--- src/rtl/controlador_alineamiento.sv ---
// Word alignment controller for a 10-bit serial line: hunts for K28.5 commas,
// confirms alignment on consecutive boundaries and emits aligned words while in sync.
module controlador_alineamiento #(
    parameter int COMAS_SYNC      = 3,
    parameter int ERRORES_PERDIDA = 4
) (
    input  logic       clk,
    input  logic       rst,
    input  logic       entrada,
    input  logic       habilitar,
    output logic       rstContador,
    output logic [9:0] palabra,
    output logic       palabraValida,
    output logic       sincronizado,
    output logic       comaDetectada,
    output logic [1:0] estado
);

    localparam int CW = $clog2(COMAS_SYNC + 1);
    localparam int EW = $clog2(ERRORES_PERDIDA + 1);
    localparam logic [9:0] COMA_NEG = 10'b0011111010;
    localparam logic [9:0] COMA_POS = 10'b1100000101;

    typedef enum logic [1:0] {
        BUSCAR       = 2'd0,
        CONFIRMAR    = 2'd1,
        SINCRONIZADO = 2'd2
    } estado_t;

    estado_t       estado_q, estado_d;
    logic [9:0]    ventana_q, ventana_d;
    logic [3:0]    cont_bit_q, cont_bit_d;
    logic [CW-1:0] cuenta_comas_q, cuenta_comas_d;
    logic [EW-1:0] cuenta_err_q, cuenta_err_d;
    logic [9:0]    palabra_q, palabra_d;
    logic          palabra_valida_q, palabra_valida_d;
    logic          coma_q, coma_d;
    logic          rst_contador_q, rst_contador_d;

    logic       es_coma;
    logic       frontera;
    logic [3:0] unos;
    logic       palabra_erronea;

    // Every decision is taken on the window as it stood before this edge's shift.
    assign es_coma         = (ventana_q == COMA_NEG) || (ventana_q == COMA_POS);
    assign frontera        = (cont_bit_q == 4'd0);
    assign unos            = 4'($countones(ventana_q));
    assign palabra_erronea = (unos < 4'd4) || (unos > 4'd6);

    always_comb begin
        estado_d         = estado_q;
        ventana_d        = ventana_q;
        cont_bit_d       = cont_bit_q;
        cuenta_comas_d   = cuenta_comas_q;
        cuenta_err_d     = cuenta_err_q;
        palabra_d        = palabra_q;
        palabra_valida_d = 1'b0;
        coma_d           = 1'b0;

        if (habilitar) begin
            ventana_d  = {ventana_q[8:0], entrada};
            cont_bit_d = (cont_bit_q == 4'd9) ? 4'd0 : cont_bit_q + 4'd1;
            coma_d     = es_coma;

            unique case (estado_q)
                BUSCAR: begin
                    // A comma anywhere fixes the phase: this edge counts as a boundary.
                    if (es_coma) begin
                        cont_bit_d     = 4'd1;
                        cuenta_comas_d = CW'(1);
                        if (COMAS_SYNC <= 1) begin
                            estado_d     = SINCRONIZADO;
                            cuenta_err_d = '0;
                        end else begin
                            estado_d = CONFIRMAR;
                        end
                    end
                end
                CONFIRMAR: begin
                    if (frontera) begin
                        if (!es_coma) begin
                            estado_d = BUSCAR;
                        end else if (cuenta_comas_q >= CW'(COMAS_SYNC - 1)) begin
                            cuenta_comas_d = CW'(COMAS_SYNC);
                            estado_d       = SINCRONIZADO;
                            cuenta_err_d   = '0;
                        end else begin
                            cuenta_comas_d = cuenta_comas_q + CW'(1);
                        end
                    end
                end
                SINCRONIZADO: begin
                    if (frontera) begin
                        palabra_d        = ventana_q;
                        palabra_valida_d = 1'b1;
                        if (!palabra_erronea) begin
                            cuenta_err_d = '0;
                        end else if (cuenta_err_q >= EW'(ERRORES_PERDIDA - 1)) begin
                            cuenta_err_d = EW'(ERRORES_PERDIDA);
                            estado_d     = BUSCAR;
                        end else begin
                            cuenta_err_d = cuenta_err_q + EW'(1);
                        end
                    end
                end
                default: estado_d = BUSCAR;
            endcase
        end

        rst_contador_d = (estado_d == BUSCAR);
    end

    always_ff @(posedge clk) begin
        if (rst) begin
            estado_q         <= BUSCAR;
            ventana_q        <= '0;
            cont_bit_q       <= '0;
            cuenta_comas_q   <= '0;
            cuenta_err_q     <= '0;
            palabra_q        <= '0;
            palabra_valida_q <= 1'b0;
            coma_q           <= 1'b0;
            rst_contador_q   <= 1'b1;
        end else begin
            estado_q         <= estado_d;
            ventana_q        <= ventana_d;
            cont_bit_q       <= cont_bit_d;
            cuenta_comas_q   <= cuenta_comas_d;
            cuenta_err_q     <= cuenta_err_d;
            palabra_q        <= palabra_d;
            palabra_valida_q <= palabra_valida_d;
            coma_q           <= coma_d;
            rst_contador_q   <= rst_contador_d;
        end
    end

    assign estado        = estado_q;
    assign sincronizado  = (estado_q == SINCRONIZADO);
    assign palabra       = palabra_q;
    assign palabraValida = palabra_valida_q;
    assign comaDetectada = coma_q;
    assign rstContador   = rst_contador_q;

endmodule

--- config.mk ---
export PLATFORM = sky130hd
export DESIGN_NAME = controlador_alineamiento
export DESIGN_NICKNAME = d
export VERILOG_FILES = /design/src/rtl/controlador_alineamiento.sv
export SDC_FILE = /design/constraint.sdc
export NUM_CORES = 1
export LEC_CHECK = 0
export ABC_AREA = 0
export CAP_MARGIN = 25
export CORE_UTILIZATION = 50
export CTS_CLUSTER_SIZE = 16
export DETAILED_ROUTE_END_ITERATION = 10
export PLACE_DENSITY = 0.75
export SKIP_CTS_REPAIR_TIMING = 1
export SYNTH_ARGS = -nofsm -noshare
export SYNTH_HDL_FRONTEND = slang
export SYNTH_SLANG_ARGS = --single-unit
--- constraint.sdc ---
create_clock -name clk -period 3.55 [get_ports clk]
set_input_delay 0.71 -clock clk [delete_from_list [all_inputs] [get_ports clk]]
set_output_delay 0.71 -clock clk [all_outputs]
set_load 0.01 [all_outputs]
== Word-level counts from Yosys, hierarchy flattened ==
Index checks and enable logic that the tools add are counted.
Cells by class
  bitwise gates (word level): 2
  multiplexer cells: 25
  reductions and logical operators: 12
  equal/unequal tests: 10
  magnitude comparators: 4
  $add $sub $neg: 12
Operator list (count)
  2-bit two-way mux: 12
  3-bit two-way mux: 6
  4-bit two-way mux: 3
  1-bit by 1-bit adder with 2-bit output: 5
  10-bit == test, second input constant: 1
  10-bit by 8-bit == test with 1-bit output, second input constant: 1
  2-bit != test, second input constant: 4
  2-bit by 2-bit adder with 3-bit output: 2
  2-bit case mux with 3 select lines: 1
  3-bit case mux with 2 select lines: 1
  6-bit AND reduction: 1
  5-bit AND reduction: 1
  3-bit by 3-bit adder with 4-bit output: 1
  4-bit by 1-bit adder with 4-bit output, second input constant: 1
  4-bit by 2-bit adder with 4-bit output: 1
  4-bit == test, second input constant: 1
  4-bit by 3-bit > comparator with 1-bit output, second input constant: 1
  2-bit zero test: 2
  4-bit zero test: 1
  4-bit by 3-bit less-than comparator with 1-bit output, second input constant: 1
  2-bit case mux with 2 select lines: 1
  2-bit nonzero test: 2
  3-bit by 1-bit adder with 3-bit output, second input constant: 1
  3-bit by 2-bit greater-or-equal comparator with 1-bit output, second input constant: 1
  11 further kinds: 13
Storage, ports and cells
  register bits after elaboration: 34
  output and inout port bits: 16
  bits of input ports: 4
  logic and storage cells: 74

== Logic depth before layout (Yosys ltp) ==
  word-level depth: 11
  gate-level depth with buffers: 12

== Worst setup path before layout ==
OpenSTA, ideal clock, no wires.
  kind: register -> register
  start point: register ventana_q[0]
  end point: register rst_contador_q, in the netlist rstContador
  library setup time: 0.115 ns
  arrival: 3.294 ns
  slack: 0.141 ns
  period minus slack after synthesis: 3.409 ns
  stages on the path, launching flop included: 13
  data required time: 3.435 ns
  path through: dfxtp_1 inv_1 fa_1 fa_1 fa_1 inv_1 ha_1 fa_1 a22oi_1 a22oi_1 a41o_1 o31ai_1 o21ba_1
On the way
  longest elaborated chain between the ends: 11
  elaborated cells between the ends (all ways): 18
  those cells by class: add/sub (4); order compare (2); eq/ne (2); mux (7); reduce/logical (3)
RTL lines
  from (decl): line 31  | logic [9:0] ventana_q, ventana_d;
  from (signal assigned): line 127  | ventana_q <= ventana_d;
  1-bit by 1-bit adder with 2-bit output (not written as such): line 48  | assign unos = 4'($countones(ventana_q));
  2-bit by 2-bit adder with 3-bit output (not written as such): line 48
  3-bit by 3-bit adder with 4-bit output (not written as such): line 48
  4-bit by 2-bit adder with 4-bit output (not written as such): line 48
  4-bit by 3-bit less-than comparator with 1-bit output or 4-bit by 3-bit > comparator with 1-bit output (tied branches): line 49  | assign palabra_erronea = (unos < 4'd4) || (unos > 4'd6);
  1-bit logical OR: line 49
  2-bit two-way mux: line 97  | if (!palabra_erronea) begin
  2-bit two-way mux: line 94  | if (frontera) begin
  2-bit case mux with 3 select lines *: line 66  | unique case (estado_q)
  2-bit two-way mux *: line 61  | if (habilitar) begin
  2-bit zero test *: line 111  | rst_contador_d = (estado_d == BUSCAR);
  to (signal assigned): line 134  | rst_contador_q <= rst_contador_d;
  to (decl): line 38  | logic rst_contador_q, rst_contador_d;
Every way passes the cells marked *; elsewhere a longest branch is shown, timed or not.
A chain may end at the register's enable or synchronous reset.

== Final worst setup path ==
  start point: register ventana_q[9]
  end point: register rst_contador_q, in the netlist rstContador
On the way
  longest elaborated chain between the ends: 9
  elaborated cells between the ends (all ways): 16
  those cells by class: add/sub (2); order compare (2); eq/ne (2); mux (7); reduce/logical (3)
RTL lines (line)
  1-bit by 1-bit adder with 2-bit output (not written as such): 48
  4-bit by 2-bit adder with 4-bit output (not written as such): 48
  4-bit by 3-bit less-than comparator with 1-bit output or 4-bit by 3-bit > comparator with 1-bit output (tied branches): 49
  1-bit logical OR: 49
  2-bit two-way mux: 97
  2-bit two-way mux: 94
  2-bit case mux with 3 select lines *: 66
  2-bit two-way mux *: 61
  2-bit zero test *: 111
Marked as above.

==> results <==
## layer usage
metal	up-vias	routed length, um
li1	683	-
met1	669	1600
met2	43	1900
met3	14	160
met4	0	116
met5	-	0
## cell families after synthesis
group           after synthesis  share of synthesized area (%)
simple gates                 62                           20.3
flops                        34                           38.9
compound gates               28                           12.0
buf+inv                      25                           5.65
mux                          21                           12.0
fa+ha+maj                    12                           11.2
## flip-flops by register name, summed over array words and instances, names as in the netlist
signal / flops
cuenta_err_q: 3
rstContador: 1
comaDetectada: 1
cont_bit_q: 4
palabraValida: 1
palabra: 10
cuenta_comas_q: 2
estado: 2
ventana_q: 10
## report_power, final
group	total, uW	internal, uW	switching [uW]
clock	293	148	146
sequential	392	385	6.37
combinational	48.7	20.8	28.0
total	734	554	180
## placed cells by master, fill, tap and decap left out, drive strengths merged, types with 6 or more instances in the layout
master / n
fa: 6
nand2: 9
buf: 10
dfxtp: 34
clkdlybuf4s50: 19
mux2i: 21
nor2: 26
inv: 17
nor2b: 6
ha: 6
## critical path, cell delays in order, from the launching register on
cell and delay (ns):
sky130_fd_sc_hd__dfxtp_2 0.35, sky130_fd_sc_hd__fa_1 0.54, sky130_fd_sc_hd__inv_2 0.04, sky130_fd_sc_hd__fa_1 0.47, sky130_fd_sc_hd__fa_1 0.53, sky130_fd_sc_hd__inv_2 0.05
sky130_fd_sc_hd__ha_4 0.15, sky130_fd_sc_hd__fa_1 0.54, sky130_fd_sc_hd__nand2_1 0.08, sky130_fd_sc_hd__a22oi_2 0.24, sky130_fd_sc_hd__a41o_1 0.22, sky130_fd_sc_hd__o31ai_2 0.08
sky130_fd_sc_hd__o21ba_1 0.23
## path summary, 6_finish.rpt
path                                  start                 endpoint  slack, ns  cells after the start
hold / removal      palabra[9]$_SDFFE_PP0P_  palabra[9]$_SDFFE_PP0P_       0.51                      2
hold reg to reg     palabra[9]$_SDFFE_PP0P_  palabra[9]$_SDFFE_PP0P_       0.51                      2
setup / recovery  ventana_q[9]$_SDFFE_PP0P_   rstContador$_SDFF_PP1_      -0.02                     12
setup reg to reg  ventana_q[9]$_SDFFE_PP0P_   rstContador$_SDFF_PP1_      -0.02                     12
## final cells by class
| class | count | area share, % |
|---|---|---|
| flip-flops and latches | 34 | 31.9 |
| clock inverters | 3 | 2.09 |
| repair buffers | 29 | 12.3 |
| well taps | 46 | 2.68 |
| clock buffers | 5 | 1.75 |
| inverters | 17 | 2.97 |
| multi-input cells | 123 | 46.3 |
## per-stage QoR
stage          util, %  cells  area [um^2]  hold slack (ns)  total power (uW)
5_1_grt           64.5    257         2150            0.539               760
3_5_place_dp      60.6    247         2020            0.486               446
2_1_floorplan        -    182         1750            0.477               431
4_1_cts           63.0    255         2100            0.516               730
3_3_place_gp      60.6    247         2020            0.476               443
6_report          64.5    257         2150            0.512               734
==> reports/qor.csv <==
stage,metric,value,unit
sta,setup_tns,-0.0197,ns
detailed_routing,via_count,1409,
floorplan,std_cell_rows,21,
global_route,grt_antenna_before_repair,0,
floorplan,floorplan.initialDensity,52.4,%
clocking,tritoncts,done,
sta,hold_violations,0,
yosys,synth_edf_count,0,
global_route,grt_pass1_wl,6100,um
yosys,synth.yosys.seq_area_share,38.9,%
yosys,yosys.cell_types.count,43,
critical_path,critical_path.max_fanout,3,
sta,final-max-slew-violation-count,0,
finish,area.growth.synth_to_final,23.0,%
sta,final.setup.worst_slack,-0.0197,ns
finish,final_layout_size_suffix_gt1_share,15.6,%
clocking,cts_htree_levels,2,
finish,ff_latch_area,686,um^2
global_route,global_route.usage.met3,6.72,%
clocking,cts_root_buffer,sky130_fd_sc_hd__clkbuf_4,
sta,post_route_fraction_of_the_period_consumed_by_the_critical_path,101,%
global_route,grt_remaining_overflow,0,
clocking,cts.sinks,34,
place,pre_cts_ws,0.0463,ns
floorplan,design.core.area,3340,um^2
detailed_routing,route.detailed.drc,0,
place,routabilityCongestion,0.812,
global_route,grt_busiest_layer,met2,
sta,minimum_period_implied_by_the_final_worst_setup_slack,3.57,ns
floorplan,ios,20,
finish,multi_input_comb_area,996,um^2
clocking,tritoncts.num_buffers,5,
yosys,count_of_state_elements_after_synthesis,34,
power,max-vdd-ir-drop,0.366,mV
global_route,met1_usage,26.9,%
yosys,synthesized_cell_area,1750,um^2
critical_path,timing_worst_setup_path_type,register to register,
sta,maxSlewHeadroom,49.6,%
yosys,post_synth_main_area_contributors,"sky130_fd_sc_hd__dfxtp_1 (39%), sky130_fd_sc_hd__mux2i_1 (12%), sky130_fd_sc_hd__fa_1 (6.9%), sky130_fd_sc_hd__nor2_1 (5.6%), sky130_fd_sc_hd__ha_1 (4.3%)",
power,static-leakage-power,0.000841,uW
sta,skew,0.0126,ns
finish,fillCellCount,310,
sta,report.final.setup_viol,1,
place,port_buffers,19,
finish,post_layout_net_count,226,
yosys,average_size_of_a_mapped_cell,9.60,um^2
job,max_cap_viol_count,0,
outcome,violations,negative setup slack,
yosys,post_synth_most_frequent_cells,"sky130_fd_sc_hd__dfxtp_1 (34), sky130_fd_sc_hd__nor2_1 (26), sky130_fd_sc_hd__mux2i_1 (21)",
place,dpl.hpwl,2670,um
yosys,synth.largest_area_cell,sky130_fd_sc_hd__dfxtp_1,
yosys,synth_most_common_cell,sky130_fd_sc_hd__dfxtp_1,
global_route,grt_start_max_net_pins,26,
floorplan,floorplan.die.width,61.1,um
sta,transition_time_at_the_pin_with_the_least_slew_margin,0.756,ns
global_route,use_met2,37.3,%
yosys,asyncSetResetFlopFracSynth,0,%
global_route,grt_usage,22.8,%
yosys,synth.net_count,198,
critical_path,setup.worst_path.end_class,register,
sta,rsz0062_at_grt,true,
detailed_routing,routed_wl,3780,um
global_route,first_global_vias,1331,
yosys,ys.warnings.count,0,
critical_path,critPathRequiredTime,3.85,ns
detailed_routing,route.detailed.wl_per_inst,14.7,um
clocking,clkTransAtPathRegs,0.12,ns
outcome,outcome,"complete, but fails checks",
yosys,synthCells,182,
power,power_per_standard_cell_area,341,nW/um^2
sta,timing_limited_maximum_frequency,280,MHz
detailed_routing,drt-vias-per-instance,5.48,
detailed_routing,drtPass1Iterations,4,
critical_path,setup.worst_path.start_class,register,
clocking,clockBufferDepth,2,
finish,diodes,0,
detailed_routing,drtIter0Drc,55,
hold_path,timing.hold.worst.class,register to register,
detailed_routing,drtAntennaViolNets,0,
critical_path,arrival,3.87,ns
yosys,netlist.area_leader.share,38.9,%
floorplan,die-area,3740,um^2
yosys,ys_dominant_reg_cell,sky130_fd_sc_hd__dfxtp_1,
clocking,worstSkewPairLatency,0.36,ns
floorplan,die_h,61.1,um
Power figures use the tool's default switching activity.
